**src/rtl/finger_uart_reporter.sv**
```systemverilog
// Debounces N finger inputs, encodes them into a status byte and sends it over valid/ready with gap + coalescing.
// Latency: input to stable 2+DEBOUNCE_CYCLES, stable to tx_valid 1 cycle; tx_data held while tx_ready is low.
module finger_uart_reporter #(
    parameter int N_DEDOS         = 4,
    parameter int DEBOUNCE_CYCLES = 50000,
    parameter int MIN_GAP         = 5000,
    parameter bit SEG_ACTIVE_LOW  = 1'b1
) (
    input  logic               clock,
    input  logic               reset_n,
    input  logic [N_DEDOS-1:0] entrada_dedos,
    output logic [7:0]         tx_data,
    output logic               tx_valid,
    input  logic               tx_ready,
    output logic [N_DEDOS-1:0] stable_dedos,
    output logic               multi_press,
    output logic [6:0]         seg_dedos,
    output logic [7:0]         tx_count
);

    localparam int CW = (DEBOUNCE_CYCLES > 1) ? $clog2(DEBOUNCE_CYCLES + 1) : 1;
    localparam int GW = (MIN_GAP > 1) ? $clog2(MIN_GAP + 1) : 1;
    localparam logic [CW-1:0] DEB_LAST = CW'(DEBOUNCE_CYCLES - 1);
    localparam logic [GW-1:0] GAP_LAST = GW'((MIN_GAP > 0) ? MIN_GAP - 1 : 0);
    localparam logic [6:0]    SEG_MASK = {7{SEG_ACTIVE_LOW}};

    typedef enum logic [1:0] {ST_IDLE, ST_SEND, ST_GAP} state_t;

    function automatic logic [6:0] seg_decode(input logic [3:0] v);
        logic [6:0] s;
        case (v)
            4'h0: s = 7'h3F;
            4'h1: s = 7'h06;
            4'h2: s = 7'h5B;
            4'h3: s = 7'h4F;
            4'h4: s = 7'h66;
            4'h5: s = 7'h6D;
            4'h6: s = 7'h7D;
            4'h7: s = 7'h07;
            4'h8: s = 7'h7F;
            4'h9: s = 7'h6F;
            4'hA: s = 7'h77;
            4'hB: s = 7'h7C;
            4'hC: s = 7'h39;
            4'hD: s = 7'h5E;
            4'hE: s = 7'h79;
            default: s = 7'h71;
        endcase
        return s;
    endfunction

    logic [N_DEDOS-1:0] sync1_q, sync2_q, stable_q;
    logic [CW-1:0]      deb_cnt_q [N_DEDOS];

    state_t             state_q, state_d;
    logic [7:0]         tx_data_q, tx_data_d;
    logic               tx_valid_q, tx_valid_d;
    logic [N_DEDOS-1:0] snap_q, snap_d;
    logic [N_DEDOS-1:0] last_sent_q, last_sent_d;
    logic [7:0]         tx_count_q, tx_count_d;
    logic [GW-1:0]      gap_cnt_q, gap_cnt_d;
    logic [6:0]         seg_q;
    logic               multi_q;

    logic [3:0] idx;
    logic [3:0] pop;
    logic [2:0] cnt_sat;
    logic       multi;
    logic [7:0] status_byte;

    always_ff @(posedge clock or negedge reset_n) begin
        if (!reset_n) begin
            sync1_q  <= '0;
            sync2_q  <= '0;
            stable_q <= '0;
            for (int i = 0; i < N_DEDOS; i++) deb_cnt_q[i] <= '0;
        end else begin
            sync1_q <= entrada_dedos;
            sync2_q <= sync1_q;
            for (int i = 0; i < N_DEDOS; i++) begin
                if (sync2_q[i] == stable_q[i]) begin
                    deb_cnt_q[i] <= '0;
                end else if (deb_cnt_q[i] == DEB_LAST) begin
                    stable_q[i]  <= sync2_q[i];
                    deb_cnt_q[i] <= '0;
                end else begin
                    deb_cnt_q[i] <= deb_cnt_q[i] + 1'b1;
                end
            end
        end
    end

    always_comb begin
        idx = 4'd0;
        pop = 4'd0;
        for (int i = 0; i < N_DEDOS; i++) begin
            if (stable_q[i]) idx = 4'(i + 1);
            pop = pop + 4'(stable_q[i]);
        end
        cnt_sat     = (pop > 4'd7) ? 3'd7 : pop[2:0];
        multi       = (pop > 4'd1);
        status_byte = {multi, cnt_sat, idx};
    end

    always_ff @(posedge clock or negedge reset_n) begin
        if (!reset_n) state_q <= ST_IDLE;
        else          state_q <= state_d;
    end

    always_comb begin
        state_d = state_q;
        case (state_q)
            ST_IDLE: if (stable_q != last_sent_q) state_d = ST_SEND;
            ST_SEND: if (tx_valid_q && tx_ready) state_d = (MIN_GAP > 0) ? ST_GAP : ST_IDLE;
            ST_GAP:  if (gap_cnt_q == GAP_LAST) state_d = ST_IDLE;
            default: state_d = ST_IDLE;
        endcase
    end

    // Changes arriving during SEND/GAP are not queued; IDLE re-compares against the latest stable vector.
    always_comb begin
        tx_data_d   = tx_data_q;
        tx_valid_d  = tx_valid_q;
        snap_d      = snap_q;
        last_sent_d = last_sent_q;
        tx_count_d  = tx_count_q;
        gap_cnt_d   = gap_cnt_q;
        case (state_q)
            ST_IDLE: begin
                if (stable_q != last_sent_q) begin
                    tx_data_d  = status_byte;
                    snap_d     = stable_q;
                    tx_valid_d = 1'b1;
                end
            end
            ST_SEND: begin
                if (tx_valid_q && tx_ready) begin
                    last_sent_d = snap_q;
                    tx_count_d  = tx_count_q + 8'd1;
                    tx_valid_d  = 1'b0;
                    gap_cnt_d   = '0;
                end
            end
            ST_GAP:  gap_cnt_d = gap_cnt_q + 1'b1;
            default: ;
        endcase
    end

    always_ff @(posedge clock or negedge reset_n) begin
        if (!reset_n) begin
            tx_data_q   <= '0;
            tx_valid_q  <= 1'b0;
            snap_q      <= '0;
            last_sent_q <= '0;
            tx_count_q  <= '0;
            gap_cnt_q   <= '0;
            seg_q       <= 7'h3F ^ SEG_MASK;
            multi_q     <= 1'b0;
        end else begin
            tx_data_q   <= tx_data_d;
            tx_valid_q  <= tx_valid_d;
            snap_q      <= snap_d;
            last_sent_q <= last_sent_d;
            tx_count_q  <= tx_count_d;
            gap_cnt_q   <= gap_cnt_d;
            seg_q       <= seg_decode(idx) ^ SEG_MASK;
            multi_q     <= multi;
        end
    end

    assign tx_data      = tx_data_q;
    assign tx_valid     = tx_valid_q;
    assign tx_count     = tx_count_q;
    assign stable_dedos = stable_q;
    assign seg_dedos    = seg_q;
    assign multi_press  = multi_q;

endmodule

```
**config.mk**
```make
export PLATFORM = sky130hd
export DESIGN_NAME = finger_uart_reporter
export DESIGN_NICKNAME = d
export VERILOG_FILES = /design/src/rtl/finger_uart_reporter.sv
export SDC_FILE = /design/constraint.sdc
export NUM_CORES = 1
export LEC_CHECK = 0
export CORE_MARGIN = 1
export CORE_UTILIZATION = 60
export DETAILED_ROUTE_END_ITERATION = 10
export PLACE_DENSITY = 0.81
export SLEW_MARGIN = 15
export SYNTH_ARGS = -nofsm -noshare
export SYNTH_HDL_FRONTEND = slang
export SYNTH_SLANG_ARGS = --single-unit
```
**constraint.sdc**
```tcl
create_clock -name clock -period 5.35 [get_ports clock]
set_clock_uncertainty 0.1 [all_clocks]
set_input_delay 1.07 -clock clock [delete_from_list [all_inputs] [get_ports clock]]
set_output_delay 1.07 -clock clock [all_outputs]
set_load 0.05 [all_outputs]
```
==> flow_summary.ini <==
[timing]
final_max_slew_viol_count = 0
fin_crit_sh = 0.5894
relSlewSlack = 0.4207
finalHoldViolations = 0
worstMarginPinSlew_ns = 0.8596
max_freq_mhz = 317.1
period_minus_slack_ns = 3.153
setup_viol = 0
setup_tns_ns = 0
rsz0062_at_grt = false

[route]
drt-total-wl_um = 11010
drt_iter0_drc = 195
vias = 4097
drtPass1Iterations = 4
drc_errors = 0
ant_nets = 0
wl_per_cell_um = 15.31
vias_per_cell = 5.698

[synthesis]
netlist_area_um2 = 5669
yosysSeqAreaShare = 0.5387
synth-seq-cells = 122
yosys.area.top_type = dfrtp_1
synthTopCellsByArea = dfrtp_1 (53%), xnor2_1 (8.3%), nor2_1 (5.2%), nand2_1 (4.0%), ha_1 (3.3%)
yosysMostFrequentCell = dfrtp_1
synth_common_cells = dfrtp_1 (121), nor2_1 (79), nand2_1 (61), xnor2_1 (54), nand3_1 (32)
async_reset_ff_frac = 1.000
synth.distinct_cells = 46
synth-warning-count = 0
syn_area_per_cell_um2 = 10.29
synth-edff-count = 0
yosysTopAreaCellShare = 0.5341
postSynthCellCount = 551
synth_ff_type = dfrtp_1

[clock_tree]
cts_tree = done
clkLatencyLatePin_ns = 0.52
cts_buffers = 17
cts.sinks = 122
cts.htree.levels = 4
hold_buffers = 0
cts_max_path_buffers = 2
postCtsSetupRepairBufs = 0
path_clk_slew_ns = 0.06
root_buffer = clkbuf_8
cts_resized = 0

[worst_setup_path]
cp.required_ns = 4.18
path_cells = clkdlybuf4s50_1
worstSetupEndpointType = primary output
worst_path_max_delay_cell = clkdlybuf4s50_1
startpoint_type = flip-flop
cp_top_family = buffers and inverters
crit_fanout = 11
criticalPathCategory = flip-flop to primary output
crit_buf_inv = 1
ff2ff_setup_slack_ns = 3.03
r2r_start = stable_dedos[3]
r2r-end = tx_data[5]
arrival_ns = 1.98
r2r_cells = 7
cp_slowest_stage_delay_ns = 0.89

[finish]
syn2layout_area_growth_pct = 17.21
diodes = 0
nets = 618
drive_above_1_share = 0.08882

[worst_hold_path]
hold-path-cell-count = 0
hold_start = sync1_q[2]
holdPathEnd = sync2_q[2]
hold_class = flip-flop to flip-flop

[floorplanning]
core_area_um2 = 9196
fp.dieH_um = 99.21
start_util = 0.6165
die_area_um2 = 9842
fp-row-count = 35
io_pins = 36
die_x_um = 99.21

[placed_design]
gp_congestion = 0.9009
numPortBuffers = 34
post-dp-hpwl_um = 7268

[global_routing]
grt_overflow = 0
grt_max_degree = 67
antenna_found_initial = 0
grt_pass1_wl_um = 19280
grt_pass1_vias = 4149
track_usage = 0.2542

[pwr]
power_mw = 2.049
leakage_nw = 2.909
powerDensity_nw_per_um2 = 308.4
ir_worst_vdd_v = 0.0002914

[run]
drv_cap = 0

[outcome]
status = completed
-- routing by layer --
layer,vias up,wire (um),GRT usage
li1,1973,-,-
met1,2007,4928,0.3129
met2,94,5478,0.4274
met3,23,383,0.06676
met4,0,221,0.1063
met5,-,0,0
-- where the power goes --
group	leakage, nW	switching, mW	internal [mW]
clock network	0.270	0.404	0.649
registers	1.60	0.0103	0.934
logic	1.04	0.0359	0.0151
total	2.91	0.450	1.60
-- cell families after synthesis --
family | synth area share
AO/OA/AOI/OAI | 0.03686
XOR/XNOR | 0.1066
adder cells (fa/ha/maj) | 0.03664
buffers and inverters | 0.03222
flip-flops | 0.5387
multiplexers | 0.02538
other | 0.0006615
AND/OR/NAND/NOR | 0.2229
-- layout make-up --
class,count,area [um^2]
flip-flops and latches,122,3054
fillers,629,2551
multi-input cells,392,2436
clock buffers,21,459.2
repair buffers,39,375.4
well taps,111,138.9
clock inverters,11,95.09
inverters,23,86.33
-- through the flow --
stage	hold slack, ns	area (um^2)	setup WS [ns]	utilization	cells
floorplan	0.2312	5673	2.925	-	552
global placement	0.2331	6091	2.245	0.6623	687
detailed placement	0.2364	6091	2.088	0.6623	687
CTS	0.2492	6645	2.173	0.7226	719
global route	0.2504	6645	2.105	0.7226	719
finish	0.2473	6645	2.197	0.7226	719
-- worst max-delay path by stage --
stage / cells after the start / to / start / slack, ns
2_1_floorplan: 8 / tx_data[5] / stable_dedos[1] / 2.92
3_3_place_gp: 5 / tx_count[7] / tx_ready / 2.25
3_5_place_dp: 5 / tx_count[7] / tx_ready / 2.09
4_1_cts: 1 / stable_dedos[2] / stable_dedos[2] / 2.17
5_1_grt: 1 / stable_dedos[3] / stable_dedos[3] / 2.11
6_report: 1 / stable_dedos[3] / stable_dedos[3] / 2.20
-- cells in the final DEF (no fill, tap or decap), drive strengths merged, types with 2 or more instances in the layout --
cell | Yosys | layout
dfrtp | 121 | 121
nor2 | 79 | 79
nand2 | 62 | 62
xnor2 | 54 | 54
clkdlybuf4s50 | 0 | 33
nand3 | 32 | 32
inv | 23 | 24
nor4 | 21 | 21
nand4 | 21 | 21
clkbuf | 7 | 21
o21ai | 17 | 17
nor3 | 16 | 16
xor2 | 15 | 15
ha | 15 | 15
and3 | 8 | 8
mux2 | 8 | 8
buf | 8 | 6
clkinv | 0 | 6
mux2i | 5 | 5
or4 | 4 | 4
o41ai | 3 | 3
a21oi | 3 | 3
or3 | 3 | 3
nor4bb | 3 | 3
o31ai | 3 | 3
clkinvlp | 0 | 3
nor2b | 2 | 2
or2 | 2 | 2
and2 | 2 | 2
o211ai | 2 | 2
conb | 1 | 2
-- flip-flops by register name (all words and copies together) (netlist names) --
register      count
deb_cnt_q        64
gap_cnt_q        13
last_sent_q       4
multi_press       1
seg_dedos         7
snap_q            3
stable_dedos      4
state_q           2
sync1_q           4
sync2_q           4
tx_count          8
tx_data           7
tx_valid          1
Power figures use the tool's default switching activity.
